$ cat config.mk
export PLATFORM = sky130hd
export DESIGN_NAME = bcd_updown_counter
export DESIGN_NICKNAME = d
export VERILOG_FILES = /design/src/rtl/bcd_pkg.sv /design/src/rtl/bcd_digit.sv /design/src/rtl/bcd_updown_counter.sv
export SDC_FILE = /design/constraint.sdc
export NUM_CORES = 1
export LEC_CHECK = 0
export BUFFER_PORTS_ARGS = -buffer_cell sky130_fd_sc_hd__buf_2
export CAP_MARGIN = 20
export CORE_UTILIZATION = 40
export CTS_BUF_LIST = sky130_fd_sc_hd__clkbuf_8
export DETAILED_ROUTE_END_ITERATION = 10
export SLEW_MARGIN = 20
export SYNTH_ARGS = -nofsm -noshare
export SYNTH_HDL_FRONTEND = slang
export SYNTH_SLANG_ARGS = --single-unit
$ cat constraint.sdc
create_clock -name CLK -period 1.5 [get_ports CLK]
set_input_delay 0.225 -clock CLK [delete_from_list [all_inputs] [get_ports CLK]]
set_output_delay 0.225 -clock CLK [all_outputs]
set_load 0.05 [all_outputs]
$ cat src/rtl/bcd_pkg.sv
// bcd_pkg: shared definitions for the BCD up/down counter slice.
//   BCD_MAX / BCD_MIN : legal digit range limits
//   bcd_digit_t       : one packed BCD digit
//   dir_e             : count direction (0 = up, 1 = down)
//   bcd_sat()         : clamps a nibble to the legal digit range
package bcd_pkg;

  localparam logic [3:0] BCD_MAX = 4'd9;
  localparam logic [3:0] BCD_MIN = 4'd0;

  typedef logic [3:0] bcd_digit_t;

  typedef enum logic {
    DIR_UP   = 1'b0,
    DIR_DOWN = 1'b1
  } dir_e;

  function automatic bcd_digit_t bcd_sat(input bcd_digit_t d);
    return (d > BCD_MAX) ? BCD_MAX : d;
  endfunction

endpackage

$ cat src/rtl/bcd_digit.sv
// bcd_digit: one BCD digit register of the ripple counter.
//   clk, rst  : clock, asynchronous active-high reset
//   step      : advance this digit one position this cycle
//   dir       : 0 = up, 1 = down (direction before any toggle this cycle)
//   load      : synchronous load, overrides step
//   load_val  : digit to load (saturated to 9)
//   q         : current digit value
//   term      : digit is at its terminal value (9 up, 0 down)
module bcd_digit
  import bcd_pkg::*;
(
  input  logic       clk,
  input  logic       rst,
  input  logic       step,
  input  logic       dir,
  input  logic       load,
  input  logic [3:0] load_val,
  output logic [3:0] q,
  output logic       term
);

  bcd_digit_t q_q;
  bcd_digit_t q_d;

  always_comb begin
    q_d = q_q;
    if (load) begin
      q_d = bcd_sat(load_val);
    end else if (step) begin
      if (dir == DIR_DOWN) begin
        q_d = (q_q == BCD_MIN) ? BCD_MAX : q_q - 4'd1;
      end else begin
        q_d = (q_q == BCD_MAX) ? BCD_MIN : q_q + 4'd1;
      end
    end
  end

  always_ff @(posedge clk or posedge rst) begin
    if (rst) begin
      q_q <= BCD_MIN;
    end else begin
      q_q <= q_d;
    end
  end

  assign q    = q_q;
  assign term = (dir == DIR_DOWN) ? (q_q == BCD_MIN) : (q_q == BCD_MAX);

endmodule

$ cat src/rtl/bcd_updown_counter.sv
// bcd_updown_counter: N-digit packed-BCD up/down counter.
//   DIGITS   : number of BCD digits (1..8)
//   SYNC_TGL : 1 = TGL passes a 2-flop synchroniser, 0 = TGL already in CLK domain
//   CLK, RST : clock, asynchronous active-high reset
//   EN       : count enable, one step per cycle
//   TGL      : direction toggle, each rising edge flips DIR
//   LOAD     : synchronous parallel load (priority over EN)
//   LOAD_VAL : packed BCD load value, digit 0 in [3:0], digits >9 load as 9
//   BCD      : packed BCD count, digit 0 in [3:0]
//   DIR      : 0 = up, 1 = down
//   WRAP     : one-cycle pulse coincident with the wrapped count
module bcd_updown_counter
  import bcd_pkg::*;
#(
  parameter int unsigned DIGITS   = 2,
  parameter bit          SYNC_TGL = 1'b1
) (
  input  logic                  CLK,
  input  logic                  RST,
  input  logic                  EN,
  input  logic                  TGL,
  input  logic                  LOAD,
  input  logic [4*DIGITS-1:0]   LOAD_VAL,
  output logic [4*DIGITS-1:0]   BCD,
  output logic                  DIR,
  output logic                  WRAP
);

  logic sync1_q, sync2_q, prev_q;
  logic tgl_src, tgl_edge;
  dir_e dir_q, dir_d;
  logic wrap_q, wrap_d;

  logic [DIGITS-1:0] term;
  logic [DIGITS:0]   carry;

  // prev_q always tracks the same source the edge is taken from, so the
  // bypass case needs no separate edge flop.
  assign tgl_src  = SYNC_TGL ? sync2_q : TGL;
  assign tgl_edge = tgl_src & ~prev_q;

  assign dir_d = tgl_edge ? ((dir_q == DIR_UP) ? DIR_DOWN : DIR_UP) : dir_q;

  // Ripple enable: a digit steps when EN is high and every lower digit is
  // at its terminal value for the current direction.
  assign carry[0] = EN;
  for (genvar g = 0; g < DIGITS; g++) begin : g_digit
    assign carry[g+1] = carry[g] & term[g];

    bcd_digit u_digit (
      .clk      (CLK),
      .rst      (RST),
      .step     (carry[g]),
      .dir      (dir_q),
      .load     (LOAD),
      .load_val (LOAD_VAL[4*g +: 4]),
      .q        (BCD[4*g +: 4]),
      .term     (term[g])
    );
  end

  assign wrap_d = carry[DIGITS] & ~LOAD;

  always_ff @(posedge CLK or posedge RST) begin
    if (RST) begin
      sync1_q <= 1'b0;
      sync2_q <= 1'b0;
      prev_q  <= 1'b0;
      dir_q   <= DIR_UP;
      wrap_q  <= 1'b0;
    end else begin
      sync1_q <= TGL;
      sync2_q <= sync1_q;
      prev_q  <= tgl_src;
      dir_q   <= dir_d;
      wrap_q  <= wrap_d;
    end
  end

  assign DIR  = dir_q;
  assign WRAP = wrap_q;

endmodule

==> metrics.md <==
| Metric | Value |
|---|---|
| Slew @ Worst Pin | `0.525 ns` |
| Num CTS Buffers | `3` |
| YS warnings | `0` |
| Top cell by count, worst path | `a21oi_1` |
| CP max FO | `9` |
| FP Rows | `16` |
| R2R Path Start | `g_digit[1].u_digit.q[0]$_DFFE_PP0P_` |
| Initial core utilization | `0.447` |
| WP data required | `1.66 ns` |
| Reg clk slew, reported paths | `~0.060 ns` |
| Largest area contributor in the netlist | `dfrtp_1` |
| Largest net degree at the start of global routing | `16` |
| Antenna diodes | `0` |
| Critical path endpoint category | `flop` |
| Crit-path slowest cell | `or4b_1` |
| Clock skew | `0.00222 ns` |
| Synth top area cells | `dfrtp_1, o21ai_0, xnor2_1, a21oi_1, o21a_1` |
| CTS tree | `done` |
| Worst IR Drop VDD | `between 1 and 1.5 mV` |
| Die Span X | `a little under 50 um` |
| Drt wl/cell | `12.7 um` |
| Initial DRC count | `16` |
| PwrDens | `1580 mW/mm^2` |
| Synth top cells by count | `dfrtp_1, o21ai_0, a21oi_1` |
| CP cell instances | `or4b_1 > a21oi_1 > o21bai_1 > a21oi_1` |
| Overflow after GRT | `0` |
| Nets | `between 100 and 150` |
| Routed wire length | `1.93 mm` |
| Share of cells above drive strength 1 | `0.408` |
| WP data arrival | `1.59 ns` |
| Fin crit share | `0.952` |
| IO Count | `23` |
| Status | `completed` |
| R2R Setup Slk | `0.07 ns` |
| Reg area | `335 um^2` |
| Mapped Nets | `between 100 and 150` |
| Synth unique cells | `38` |
| Critical path class | `reg2reg` |
| Slew headroom | `0.650` |
| Hold Vio Cnt, Final | `0` |
| Min cycle time layout | `about 1.4 ns` |
| Fillers | `201` |
| Final Setup Violations | `0` |
| CTS sink count | `13` |
| Yosys top cell area share | `0.357` |
| Hold Path Class | `in2async` |
| Final ANT Viol Nets | `0` |
| Slowest Stage Delay on Critical Path | `0.48 ns` |
| First-pass GRT wire length | `3.24 mm` |
| Input/output buffers | `22` |
| DRC errors left | `0` |
| Pre-Repair DR Iteration Count | `4` |
| Worst-Skew Late Latency | `0.24 ns` |
| Die height | `a little under 50 um` |
| FF+latch count, synth | `13` |
| P&R area growth vs syn | `23.9%` |
| Ys flop type | `dfrtp_1` |
| Die area | `0.00248 mm^2` |
| Sequential-to-total area share from yosys stat | `0.357` |
| Number of global-route vias before repair | `a little over 700` |
| CTS Root Cell | `clkbuf_8` |
| Final Util | `0.553` |
| Async S/R FF share, synth | `1.00` |
| Power Total | `1.79 mW` |
| Fmax | `approximately 700 MHz` |
| Top-count cell post-synth | `dfrtp_1` |
| Global Route Usage Sum | `0.168` |
| Leakage | `0.510 nW` |
| Post-synth EDFFs | `0` |
| Multi-input logic area | `approximately 530 um^2` |
| Crit. Startpoint | `g_digit[1].u_digit.q[0]$_DFFE_PP0P_` |
| Gate Count Post-Synth | `a little under 100` |
| CP startpoint kind | `flop` |
| Post-synthesis instance area | `a little over 900 um^2` |
| Clock Path Buffers | `2` |
| DR vias/cell | `5.29` |
| GPL Wtd Cong | `0.824` |
| H-tree depth | `1` |
| Final Max Slew Viols | `0` |
| Sum Neg Setup Slack | `0 ns` |
| Max Cap Viol | `0` |
| Core area | `between 0.002 and 0.0025 mm^2` |
| Via Count | `804` |
| Mean Syn Cell Area | `~9.2 um^2` |
| Post-detail-place hpwl | `about 1.4 mm` |
| Initial antenna violation count | `0` |
[metrics by stage]
step           cells  hold slack, ns  area (um^2)  setup WS, ns
3_3_place_gp     145           0.272         1050         0.102
5_1_grt          152          0.0591         1130       -0.0137
3_5_place_dp     145           0.287         1050        0.0532
6_report         152         0.00529         1130        0.0716
4_1_cts          149          0.0280         1100        0.0410
2_1_floorplan     99           0.101          925       -0.0497
[routing by layer]
layer | GRT usage | vias up | share of wire | wire length [um]
met5 | 0 | - | 0 | 0
met2 | 0.250 | 14 | 0.44 | 849
met1 | 0.253 | 379 | 0.53 | 1020
met3 | 0.0401 | 0 | 0.032 | 61
li1 | - | 411 | - | -
met4 | 0.0143 | 0 | 0 | 0
[worst max-delay path: cells and delay by family (launching register included)]
kind	cells	cell delay (ns)
AO/OA/AOI/OAI	3	0.39
flip-flops	1	0.47
AND/OR/NAND/NOR	1	0.48
[flip-flops by register name, indices dropped and copies added, names as in the netlist]
signal             count
sync1_q                1
g_digit.u_digit.q      8
sync2_q                1
DIR                    1
WRAP                   1
prev_q                 1
[logic make-up after synthesis]
| logic type | synth area share |
|---|---|
| AO/OA/AOI/OAI | 0.276 |
| XOR/XNOR | 0.0576 |
| buffers and inverters | 0.0809 |
| multiplexers | 0.0123 |
| flip-flops | 0.357 |
| AND/OR/NAND/NOR | 0.217 |
[timing repair]
action / CTS / global route
setup buffers: 0 / 3
gates resized for setup: 0 / 4
endpoints found under the setup margin: 0 / 4
hold buffers: 0 / 0
[area by class of cell]
type / instances / area share
tap: 27 / 0.0299
timing repair buffer: 31 / 0.157
clock inverter: 1 / 0.00443
inverter: 3 / 0.00997
clock buffer: 3 / 0.0365
multi-input combinational: 74 / 0.465
sequential: 13 / 0.297
[layout by cell type (no fill, tap or decap), types with 2 or more instances in the layout]
cell type / Yosys / final
a21o_1: 3 / 3
a21oi_1: 7 / 7
and3b_1: 2 / 2
and3b_2: 2 / 2
buf_2: 5 / 22
buf_4: 2 / 9
clkbuf_8: 0 / 3
dfrtp_1: 13 / 5
dfrtp_2: 0 / 8
inv_1: 3 / 3
nand2_1: 5 / 5
nand2b_1: 3 / 3
nor2_1: 5 / 4
nor3_1: 2 / 2
nor3b_1: 3 / 3
o211a_1: 2 / 2
o21a_1: 4 / 4
o21ai_0: 9 / 9
o31a_1: 2 / 2
xnor2_1: 5 / 5
[report_power, final]
group | switching (mW) | internal (mW)
Clock | 0.139 | 0.184
Combinational | 0.544 | 0.406
Sequential | 0.0923 | 0.421
[path summary, 6_finish.rpt]
check                                                      endpoint  depth (start not counted)
worst min register to register                    sync2_q$_DFF_PP0_                          0
min in group CLK                                  sync1_q$_DFF_PP0_                          1
worst max register to register  g_digit[1].u_digit.q[3]$_DFFE_PP0P_                          4
worst min-delay path                              sync1_q$_DFF_PP0_                          2
worst max-delay path            g_digit[1].u_digit.q[3]$_DFFE_PP0P_                          4
max in group asynchronous       g_digit[0].u_digit.q[1]$_DFFE_PP0P_                          2
Note: power is estimated with default switching activity, not from simulation.
